$ cat config.mk
export PLATFORM = sky130hd
export DESIGN_NAME = rect_draw_ctrl
export DESIGN_NICKNAME = d
export VERILOG_FILES = /design/src/rtl/rect_draw_ctrl.sv
export SDC_FILE = /design/constraint.sdc
export NUM_CORES = 1
export LEC_CHECK = 0
export ABC_AREA = 0
export CORE_MARGIN = 3
export CORE_UTILIZATION = 40
export DETAILED_ROUTE_END_ITERATION = 7
export PLACE_DENSITY_LB_ADDON = 0.1
export REMOVE_ABC_BUFFERS = 1
export SLEW_MARGIN = 20
export SYNTH_ARGS = -nofsm -noshare
export SYNTH_HDL_FRONTEND = slang
export SYNTH_SLANG_ARGS = --single-unit
$ cat constraint.sdc
create_clock -name clk -period 3.4 [get_ports clk]
set_input_delay 0.68 -clock clk [delete_from_list [all_inputs] [get_ports clk]]
set_output_delay 0.68 -clock clk [all_outputs]
set_load 0.02 [all_outputs]
$ cat src/rtl/rect_draw_ctrl.sv
// rtl/rect_draw_ctrl.sv - clipped rectangle fill, one pixel per clock in raster order.
// Optional full-bitmap clear via cmd_clear when RECT_DRAW_CLEAR_EN is defined.
module rect_draw_ctrl #(
  parameter int X_MAX = 320,
  parameter int Y_MAX = 240
) (
  input  logic       clk,
  input  logic       reset,
  input  logic       cmd_valid,
  output logic       cmd_ready,
  input  logic [8:0] cmd_x0,
  input  logic [7:0] cmd_y0,
  input  logic [8:0] cmd_w,
  input  logic [7:0] cmd_h,
  input  logic [2:0] cmd_color,
`ifdef RECT_DRAW_CLEAR_EN
  input  logic       cmd_clear,
`endif
  output logic [8:0] x,
  output logic [7:0] y,
  output logic [2:0] color,
  output logic       wr_en,
  output logic       busy,
  output logic       done
);

  localparam logic [9:0] XM = 10'(X_MAX);
  localparam logic [9:0] YM = 10'(Y_MAX);

  typedef enum logic [1:0] {IDLE, DRAW, DONE} state_t;

  state_t     state;
  logic [9:0] ax0, ay0, ew, eh;
  logic [8:0] x_last, x_start, x_end;
  logic [7:0] y_last, y_end;

  // Clipping is done in 10 bits so x0+w never wraps past the bitmap edge.
  always_comb begin
    ax0 = {1'b0, cmd_x0};
    ay0 = {2'b00, cmd_y0};
    ew  = (ax0 >= XM) ? 10'd0 :
          (({1'b0, cmd_w} < (XM - ax0)) ? {1'b0, cmd_w} : (XM - ax0));
    eh  = (ay0 >= YM) ? 10'd0 :
          (({2'b00, cmd_h} < (YM - ay0)) ? {2'b00, cmd_h} : (YM - ay0));
`ifdef RECT_DRAW_CLEAR_EN
    if (cmd_clear) begin
      ax0 = 10'd0;
      ay0 = 10'd0;
      ew  = XM;
      eh  = YM;
    end
`endif
    x_last = 9'(ax0 + ew - 10'd1);
    y_last = 8'(ay0 + eh - 10'd1);
  end

  always_ff @(posedge clk or negedge reset) begin
    if (!reset) begin
      state     <= IDLE;
      x         <= '0;
      y         <= '0;
      color     <= '0;
      wr_en     <= 1'b0;
      busy      <= 1'b0;
      done      <= 1'b0;
      cmd_ready <= 1'b0;
      x_start   <= '0;
      x_end     <= '0;
      y_end     <= '0;
    end else begin
      case (state)
        IDLE: begin
          done  <= 1'b0;
          wr_en <= 1'b0;
          if (cmd_valid && cmd_ready) begin
            busy      <= 1'b1;
            cmd_ready <= 1'b0;
            color     <= cmd_color;
            if (ew == 10'd0 || eh == 10'd0) begin
              state <= DONE;
              done  <= 1'b1;
            end else begin
              state   <= DRAW;
              wr_en   <= 1'b1;
              x       <= ax0[8:0];
              y       <= ay0[7:0];
              x_start <= ax0[8:0];
              x_end   <= x_last;
              y_end   <= y_last;
            end
          end else begin
            cmd_ready <= 1'b1;
          end
        end
        DRAW: begin
          if (x == x_end) begin
            if (y == y_end) begin
              state <= DONE;
              wr_en <= 1'b0;
              done  <= 1'b1;
            end else begin
              x <= x_start;
              y <= y + 8'd1;
            end
          end else begin
            x <= x + 9'd1;
          end
        end
        DONE: begin
          state     <= IDLE;
          done      <= 1'b0;
          busy      <= 1'b0;
          cmd_ready <= 1'b1;
        end
        default: state <= IDLE;
      endcase
    end
  end

endmodule

Yosys cells after proc, flatten, opt, wreduce, memory -nomap -nowiden
Index checks and enable logic that the tools add are counted.
W data, S select, Z words.

cells by class
  multiplexer cells = 33
  reductions and logical operators = 16
  add/sub/neg operators = 8
  bitwise logic cells = 1
  $lt $le $gt $ge = 4
  equality and inequality tests = 10

operators with widths
  cell                    number
  $mux W10                4
  $mux W9                 4
  $mux W8                 4
  $logic_not A10 Y1       2
  $pmux W9 S2             1
  $pmux W8 S2             1
  $reduce_and A3 Y1       4
  $lt A8 B10 Y1           1
  $lt A9 B10 Y1           1
  $mux W1                 10
  $ne A2 B2 Y1 const B    5
  $sub A9 B9 Y10 const A  1
  $add A9 B1 Y9 const B   1
  $add A9 B9 Y9           1
  $eq A9 B9 Y1            1
  $ge A9 B9 Y1 const B    1
  $sub A8 B8 Y9 const A   1
  $sub A9 B1 Y9 const B   1
  $add A8 B1 Y8 const B   1
  $add A8 B8 Y8           1
  $eq A8 B8 Y1            1
  $ge A8 B8 Y1 const B    1
  $mux W2                 4
  $sub A8 B1 Y8 const B   1
  15 further kinds        19

storage, ports and cells
  bits of input ports = 40
  flip-flop bits (word level) = 52
  output and inout bits = 24

Depth between registers and ports, before layout
  depth after elaboration = 9
  mapped depth = 25
  depth with buffers taken out = 24

Least setup slack after synthesis
OpenSTA, ideal clock, no wires.

  path kind = input to register
  start = input cmd_x0[0]
  end = register x_end[8]
  data required time = 3275 ps
  arrival time = 5108 ps
  stages = 24
  slack = -1833 ps
  setup time = 125 ps
  cell sequence = inv_1 ha_1 nor3b_2 nand2_1 xnor2_1 ha_1 and4_1 o21ai_0 o211a_1 nor2_1 clkbuf_1 mux2_2 nand2_1 ha_1 inv_1 ha_1 a21o_1 a21oi_1 o21ai_0 o21a_1 o21ai_0 nand2b_1 xnor3_1 mux2_4

between the ends
  word-level cells in the longest chain between the ends = 8

ends and longest elaborated chain
  element                                                                 RTL line  source
  from (decl)                                                             11        input logic [8:0] cmd_x0,
  parallel branches: the longest is 8 deep, another holds $sub A9 B9 Y10  n/a
  to (signal assigned)                                                    88        x_end <= x_last;
  to (decl)                                                               34        logic [8:0] x_last, x_start, x_end;

Parallel ways; which one is timed is not known.
A chain may end at the register's enable or synchronous reset.

Worst setup path after layout
  start = input cmd_x0[1]
  end = register x_end[8]

The elaborated chain is that of the path after synthesis.

==> impl_metrics.csv <==
group,metric,value,unit
finish,fin_nets,913,
finish,drive_gt1_share,46.41,%
synthesis,synth_ff_type,"dfrtp_1",
finish,layout_commonest_cell,"buf_4",
clock_network,cts.sink_count,52,
pwr,power.leakage,3.854,nW
pwr,total_power,5.044,mW
finish,layout_common_cells,"buf_4, dfrtp_1, clkdlybuf4s50_1, nand2_1, inv_1",
timing,clock_skew,0.006412,ns
setup_path,startpoint_type,"primary input",
global_route,grt-ovfl-total,0,
setup_path,critPathMaxFanout,4,
timing,fmax,223.9,MHz
setup_path,arrival,4.65,ns
flow_run,cap_viol_max_count,0,
timing,hold_slack,0.3889,ns
finish,n_antenna_cell,0,
timing,fin_crit_sh,131.4,%
setup_path,path_depth,23,
placement,placed_cell_area,6528,um2
placement,place_inst,880,
clock_network,htreeDepth,2,
setup_path,path_class,"in -> reg",
clock_network,root_buffer,"clkbuf_16",
synthesis,synth_cell_types,72,
timing,slew_headroom,55.88,%
synthesis,yosysSeqAreaShare,26.46,%
clock_network,cts_buffers,5,
route,via_count,5219,
setup_path,cpMaxStageDelayCell,"nor4_4",
timing,worstMarginPinSlew,0.6593,ns
status,status,"finished, violations left",
floorplanning,design.die.area,13660,um2
synthesis,yosys.area.top_type,"dfrtp_1",
finish,final_cell_area,8258,um2
status,failed_checks,"setup timing",
synthesis,synthArstFlopShare,100.0,%
placement,numPortBuffers,63,
route,dr.pass1.iters,4,
floorplanning,floorplan.io_pins,64,
synthesis,syn-cell-area,4917,um2
global_route,grt_max_degree,28,
route,wl_per_cell,17.10,um
synthesis,synth_edf_count,0,
pwr,powerDensity,610.8,nW/um2
setup_path,cp.required,3.59,ns
synthesis,ys_seq_elements,52,
placement,gp_congestion,0.8773,
route,drt_iter0_markers,262,
min_path,hp-class,"in -> async",
floorplanning,start_util,41.99,%
finish,fillerInstances,861,
global_route,grt_pass1_vias,5119,
clock_network,cts_buffer_depth,2,
timing,min_period,4.466,ns
clock_network,cts_tree,"built",
route,ant_nets,0,
setup_path,worst-path-buf-inv,3,
setup_path,r2r_cells,8,
clock_network,clk_latency,0.30,ns
timing,maxSlewViolCount,0,
global_route,antenna_found_initial,0,
finish,stdcell_count,964,
floorplanning,fp-row-count,39,
route,drt-total-wl,16.48,mm
timing,timing.final.ws_setup,-1.066,ns
timing,finalHoldViolations,0,
clock_network,cts.clk_slew.worst_paths,0.07,ns
setup_path,max_stage_delay,0.39,ns
floorplanning,die_w,116.9,um
setup_path,path_delay_family,"compound AO/OA/AOI/OAI gates",
synthesis,synthTopCellsByArea,"dfrtp_1, ha_1, o21ai_0",
placement,hpwlAfterDp,10.70,mm
global_route,grt_first_pass_wirelength,24.94,mm
synthesis,yosysWarnings,0,
pwr,vdd_drop_max,0.2964,mV
route,routed_via_density,5.414,
floorplanning,coreArea,11710,um2
global_route,grt_usage,23.00,%
setup_path,crit_chain,"buf_12 > nor4_4 > a21oi_2 > a21oi_2 > inv_2 > ha_4 > and4_1 > o21ai_2 > o211a_1 > nor2_4 > mux2_4 > nand2_4 > ha_4 > inv_2 > ha_4 > a21o_1 > a21oi_2 > o21ai_2 > o21a_1 > o21ai_1 > nand2b_1 > xnor3_1 > mux2_4",
timing,setup_viol,47,
synthesis,syn_area_per_cell,8.688,um2
synthesis,syn_inst,566,
setup_path,crit_path_end_kind,"register",
synthesis,synth_top_area_share,26.46,%
route,drc,0,
finish,syn2layout_area_growth,67.94,%
floorplanning,die_y,116.9,um
timing,rsz0062_at_grt,"true",
## state kept, by name (all words and copies together) (netlist names)
signal	cells
cmd_ready	1
x	9
state	2
y	8
y_end	8
x_end	9
color	3
busy	1
x_start	9
done	1
wr_en	1
## kinds of logic (layout without fill, tap and decap cells)
logic type	Yosys count	after routing	synth area share, %
AND/OR/NAND/NOR	170	170	17.76
AO/OA/AOI/OAI	142	142	19.52
buffers and inverters	77	332	7.913
flip-flops	52	52	26.46
XOR/XNOR	47	47	8.651
multiplexers	25	25	5.903
adder cells (fa/ha/maj)	53	53	13.79
## per-layer routing
metal	track usage, %	vias up	wire length [um]
li1	-	2532	-
met1	30.58	2503	7394
met2	39.78	152	8160
met3	2.159	32	545
met4	6.728	0	384
met5	0	-	0
## report_power, final
part	internal [mW]	switching, mW	total [mW]
clock	0.350	0.242	0.593
sequential	0.920	0.373	1.29
combinational	1.71	1.44	3.16
## synth_stat cells, types with 8 or more instances
cell and n:
nor4_1 8, dfrtp_1 52, clkbuf_1 9, inv_1 54
xnor2_1 25, o31ai_1 14, mux2_2 19, a21oi_1 13
xor2_1 21, nor3_1 12, nand3_1 9, o21ai_0 51
ha_1 51, nand2_1 64, o211ai_1 19, nand4_1 11
nor2_1 29
## final timing paths
kind / from / end / slack [ns]
min in group clk: x_start[6] / x_start[6] / 0.49
min reg2reg: x_start[6] / x_start[6] / 0.49
max in group asynchronous: reset / x_end[1] / 2.38
max reg2reg: y[5] / y[7] / 0.53
max: cmd_x0[1] / x_end[8] / -1.07
min: reset / y[5] / 0.39
## area by class of cell
class | instances | area (um2) | area share (%)
clock buffer | 5 | 125.1 | 1.515
clock inverter | 3 | 47.55 | 0.5758
tap | 143 | 178.9 | 2.167
timing repair buffer | 269 | 2417 | 29.27
inverter | 55 | 209.0 | 2.530
multi-input combinational | 437 | 3979 | 48.18
sequential | 52 | 1301 | 15.76
## worst reg2reg max path: cells and delay by family, from the launching register on
| family | cells | cell delay (ns) |
|---|---|---|
| simple gates | 3 | 0.94 |
| compound gates | 3 | 0.93 |
| flops | 1 | 0.56 |
| xor+xnor | 1 | 0.17 |
| buf+inv | 1 | 0.14 |
## what timing repair did
item                                    4_1_cts  5_1_grt
setup buffers                                69       17
gates resized for setup                     173      109
endpoints found under the setup margin       47       47
pin swaps                                    63       60
gates cloned                                  4        1
hold buffers                                  0        0
## metrics by stage
step	worst slack [ns]	setup TNS (ns)	util [%]
6_report	-1.066	-35.08	70.51
5_1_grt	-1.267	-39.62	70.51
4_1_cts	-1.069	-31.93	65.93
3_5_place_dp	-2.406	-60.70	55.74
3_3_place_gp	-2.219	-56.78	55.74
2_1_floorplan	-1.884	-47.68	-
No activity file was read; power rests on OpenSTA's default activity.
